<file path="config.mk">
export PLATFORM = sky130hd
export DESIGN_NAME = matmul_sequencer
export DESIGN_NICKNAME = d
export VERILOG_FILES = /design/src/rtl/matmul_sequencer.sv
export SDC_FILE = /design/constraint.sdc
export NUM_CORES = 2
export LEC_CHECK = 0
export CAP_MARGIN = 15
export CORE_ASPECT_RATIO = 1.75
export CORE_UTILIZATION = 45
export DETAILED_ROUTE_END_ITERATION = 7
export HOLD_SLACK_MARGIN = 0.03
export PLACE_DENSITY = 0.63
export SLEW_MARGIN = 20
export SYNTH_ARGS = -nofsm -noshare
export SYNTH_HDL_FRONTEND = slang
export SYNTH_SLANG_ARGS = --single-unit
</file>
<file path="constraint.sdc">
create_clock -name CLK -period 8.4 [get_ports CLK]
set_input_delay 1.68 -clock CLK [delete_from_list [all_inputs] [get_ports CLK]]
set_output_delay 1.68 -clock CLK [all_outputs]
set_load 0.1 [all_outputs]
</file>
<file path="src/rtl/matmul_sequencer.sv">
// matmul_sequencer: walks i/j/k over two N x N row-major matrices in data memory,
// accumulates each dot product and writes C back, one memory access per cycle.
module matmul_sequencer #(
  parameter int N  = 3,
  parameter int DW = 32,
  parameter int AW = 10
) (
  input  logic          CLK,
  input  logic          reset,
  input  logic          start,
  input  logic [AW-1:0] base_a,
  input  logic [AW-1:0] base_b,
  input  logic [AW-1:0] base_c,
  output logic          busy,
  output logic          done,
  output logic [AW-1:0] mem_addr,
  output logic          mem_rd,
  output logic          mem_wr,
  output logic [DW-1:0] mem_wdata,
  input  logic [DW-1:0] mem_rdata
);

  localparam int IW = (N > 1) ? $clog2(N) : 1;
  localparam logic [AW-1:0] NA = AW'(N);
  localparam logic [IW-1:0] LAST = IW'(N - 1);

  typedef enum logic [2:0] {
    StIdle,
    StRdA,
    StRdB,
    StMac,
    StWr,
    StDone
  } state_e;

  state_e state_q, state_d;

  logic [IW-1:0] i_q, i_d, j_q, j_d, k_q, k_d;
  logic [DW-1:0] acc_q, acc_d, a_q, a_d;
  logic [AW-1:0] ba_q, ba_d, bb_q, bb_d, bc_q, bc_d;
  logic [DW-1:0] prod;

  // Row-major offsets; arithmetic is AW bits wide so addresses wrap naturally.
  logic [AW-1:0] off_ik, off_kj, off_ij;
  assign off_ik = AW'(i_q) * NA + AW'(k_q);
  assign off_kj = AW'(k_q) * NA + AW'(j_q);
  assign off_ij = AW'(i_q) * NA + AW'(j_q);

  // Low DW bits of the product; B's element arrives on mem_rdata during MAC.
  assign prod = a_q * mem_rdata;

  // Next-state, datapath updates and strobe decode.
  always_comb begin
    state_d   = state_q;
    i_d       = i_q;
    j_d       = j_q;
    k_d       = k_q;
    acc_d     = acc_q;
    a_d       = a_q;
    ba_d      = ba_q;
    bb_d      = bb_q;
    bc_d      = bc_q;
    busy      = (state_q != StIdle);
    done      = 1'b0;
    mem_addr  = '0;
    mem_rd    = 1'b0;
    mem_wr    = 1'b0;
    mem_wdata = '0;

    unique case (state_q)
      StIdle: begin
        if (start) begin
          ba_d    = base_a;
          bb_d    = base_b;
          bc_d    = base_c;
          i_d     = '0;
          j_d     = '0;
          k_d     = '0;
          acc_d   = '0;
          state_d = StRdA;
        end
      end
      StRdA: begin
        mem_addr = ba_q + off_ik;
        mem_rd   = 1'b1;
        state_d  = StRdB;
      end
      StRdB: begin
        mem_addr = bb_q + off_kj;
        mem_rd   = 1'b1;
        a_d      = mem_rdata;
        state_d  = StMac;
      end
      StMac: begin
        acc_d = acc_q + prod;
        if (k_q != LAST) begin
          k_d     = k_q + 1'b1;
          state_d = StRdA;
        end else begin
          state_d = StWr;
        end
      end
      StWr: begin
        mem_addr  = bc_q + off_ij;
        mem_wr    = 1'b1;
        mem_wdata = acc_q;
        acc_d     = '0;
        k_d       = '0;
        state_d   = StRdA;
        if (j_q != LAST) begin
          j_d = j_q + 1'b1;
        end else begin
          j_d = '0;
          if (i_q != LAST) begin
            i_d = i_q + 1'b1;
          end else begin
            i_d     = '0;
            state_d = StDone;
          end
        end
      end
      StDone: begin
        done    = 1'b1;
        state_d = StIdle;
      end
      default: state_d = StIdle;
    endcase
  end

  // State and datapath registers.
  always_ff @(posedge CLK or posedge reset) begin
    if (reset) begin
      state_q <= StIdle;
      i_q     <= '0;
      j_q     <= '0;
      k_q     <= '0;
      acc_q   <= '0;
      a_q     <= '0;
      ba_q    <= '0;
      bb_q    <= '0;
      bc_q    <= '0;
    end else begin
      state_q <= state_d;
      i_q     <= i_d;
      j_q     <= j_d;
      k_q     <= k_d;
      acc_q   <= acc_d;
      a_q     <= a_d;
      ba_q    <= ba_d;
      bb_q    <= bb_d;
      bc_q    <= bc_d;
    end
  end

endmodule

</file>
==> out/results.txt <==
CTS H-Tree Depth: 3
Fraction of layout cells with a size suffix above 1: 0.125
Outcome: finished, final reports clean
DRT Pass-1 Iters: 5
WL final: 64,600 um
CP max FO: 8
Async SR Flop Fraction: 1.00
Final Skew: 12.4 ps
Critical path class: in2reg
PortBufs: 110
Largest net degree at the start of global routing: 67
Die area: 0.0497 mm^2
Initial drt markers: 779
Mapped Area: 0.0219 mm^2
Vias in the first global route: 19,197
Syn_area_per_cell: 9.14 um^2
Post-synthesis sequential element count: 103
CTS tree: built
Syn nets: 3,061
Setup tns final: 0 ps
Sequential share of the synthesized area: 0.118
YS warnings: 0
Worst-skew pair later-pin latency: 390 ps
Synth area leaders: fa_1, dfrtp_1, and2_1, inv_1, ha_1
First-pass GRT wire length: 104,000 um
Initial core utilization: 0.458
CP max stage delay: 560 ps
Via/cell ratio: 5.13
Row count: 106
Hold Violations, Final: 0
Startpoint Class: input port
Post-Synthesis Cells: 2,399
Crit path time final: 8230 ps
Initial antenna violation count: 3
Fin crit share: 0.980
Final net count: 3,243
Area leader, netlist: fa_1
Chip width: 169 um
Yosys cell types: 65
Core box area: 0.0479 mm^2
Gr ovfl total: 0
DR WL/cell: 20.0 um
GR Util All Layers: 0.277
Final count of negative-setup-slack endpoints: 0
Most used cell, CP: fa_1
Slew HR: 0.292
Num CTS Buffers: 9
Final Max Tran Viols: 0
Crit end category: flip-flop
Max_cap viols: 0
Buf+Inv Stages, Crit Path: 9
Layout area overhead: 16.1%
Placed cells: 3,193
Clk root buf: clkbuf_16
Top cell type's share of synthesized area: 0.408
Clk slew on worst S/H paths: 80 ps
Via count: 16,589
Worst hold path class: reg2reg
# fillers: 4,415
RePlAce Congestion: 0.921
Critical path's slowest cell: fa_1
Required time worst endpoint: 8680 ps
Worst hold slack: 488 ps
DRC: 0
Clk buf depth: 2
FMAX: 121 MHz
Fin cells: 3,235
Worst slew pin tran: 1060 ps
EDFF count, synth: 0
HPWL Detailed: 53,700 um
# clock sinks: 103
Routed Antenna Nets: 0
Crit path arrival time: 8510 ps
Die Y: 294 um
Delay-heaviest family, CP: adder cells
I/O pin count: 111
Main synth FF type: dfrtp_1
## placed cells by master (no fill, tap or decap), drive strengths merged, types with 2 or more instances in the layout
cell,netlist,final
a211oi,4,4
a21o,10,10
a21oi,30,30
a221oi,2,2
a22o,9,9
a22oi,9,9
a31oi,2,2
and2,320,320
and3,17,17
and4,2,2
buf,4,181
clkbuf,116,20
clkdlybuf4s50,0,93
clkinv,0,2
dfrtp,103,103
dlymetal6s2s,0,5
fa,447,447
ha,150,150
inv,520,525
mux2,26,26
nand2,362,362
nand2b,4,4
nand3,10,10
nor2,34,34
nor2b,8,8
nor3,6,6
nor3b,3,3
o211ai,2,2
o21a,8,8
o21ai,48,48
o21bai,4,4
o31ai,8,8
or2,5,5
or3,3,3
xnor2,75,75
xor2,31,31
## logic make-up after synthesis
family	Yosys count	share of synthesized area
compound gates	150	0.0459
xor+xnor	106	0.0423
fa+ha+maj	597	0.494
buf+inv	640	0.110
flops	103	0.118
mux	26	0.0134
simple gates	777	0.177
## metal layers
metal / GRT usage / vias to the layer above / wire [um]
li1: - / 7394 / -
met1: 0.312 / 8569 / 23700
met2: 0.514 / 448 / 35000
met3: 0.0282 / 174 / 2600
met4: 0.135 / 4 / 3320
met5: 0 / - / 27
## layout make-up
type / instances / area (um^2) / area share
Sequential cell: 103 / 2580 / 0.101
Multi-Input combinational cell: 1656 / 17200 / 0.676
Antenna cell: 1 / 2.50 / 0.0000983
Tap cell: 648 / 811 / 0.0318
Timing Repair Buffer: 291 / 2590 / 0.102
Clock buffer: 9 / 225 / 0.00884
Inverter: 520 / 1950 / 0.0767
Clock inverter: 7 / 88.8 / 0.00349
## registers in the layout (all words and copies together), names as in the netlist
| register | flops |
|---|---|
| state_q | 3 |
| ba_q | 10 |
| bc_q | 10 |
| i_q | 2 |
| k_q | 2 |
| a_q | 32 |
| acc_q | 32 |
| bb_q | 10 |
| j_q | 2 |
## synthesized netlist by cell type (6+ instances only)
library cell	count
nor3_1	6
and2_1	319
nor2b_1	8
dfrtp_1	103
xnor2_1	75
inv_1	520
mux2_2	26
o21a_1	8
and3_1	16
a22oi_1	9
a21o_1	9
o31ai_1	8
nand2_1	362
ha_1	150
a21oi_1	28
clkbuf_1	115
o21ai_0	40
nor2_1	33
xor2_1	31
fa_1	447
o21ai_1	6
a22o_1	9
nand3_1	10
## final timing paths
check | startpoint | end | slack (ps) | cells after the start
min in group asynchronous | reset | bb_q[9] | 1680 | 2
worst min register to register | acc_q[14] | acc_q[14] | 490 | 2
worst max register to register | a_q[10] | acc_q[30] | 950 | 24
max in group asynchronous | reset | acc_q[19] | 5340 | 3
worst max-delay path | mem_rdata[4] | acc_q[30] | 170 | 27
worst min-delay path | acc_q[14] | acc_q[14] | 490 | 2
## metrics by stage
stage | cell area, um^2 | setup slack (ps) | utilization
CTS | 25200 | 23.0 | 0.527
finish | 25500 | 169 | 0.532
global placement | 24600 | -577 | 0.515
floorplan | 21900 | 30.8 | -
global route | 25500 | -48.8 | 0.532
detailed placement | 24600 | -677 | 0.515
## timing repair
item | in CTS | in global routing
resized for setup | 64 | 78
endpoints found under the hold margin | 0 | 0
endpoints found under the setup margin | 6 | 7
buffers inserted | 15 | 13
hold buffers | 0 | 0
pin swaps | 44 | 56
gates cloned | 0 | 2
## worst register-to-register path: cells and delay by family, from the launching register on
family	cells	cell delay (ps)
compound gates	6	1090
simple gates	4	880
flops	1	820
fa+ha+maj	9	4270
buf+inv	5	280
Power is left out: the tool's default activity adds up to more than one toggle a clock period on the data nets, which glitch-free logic cannot reach.
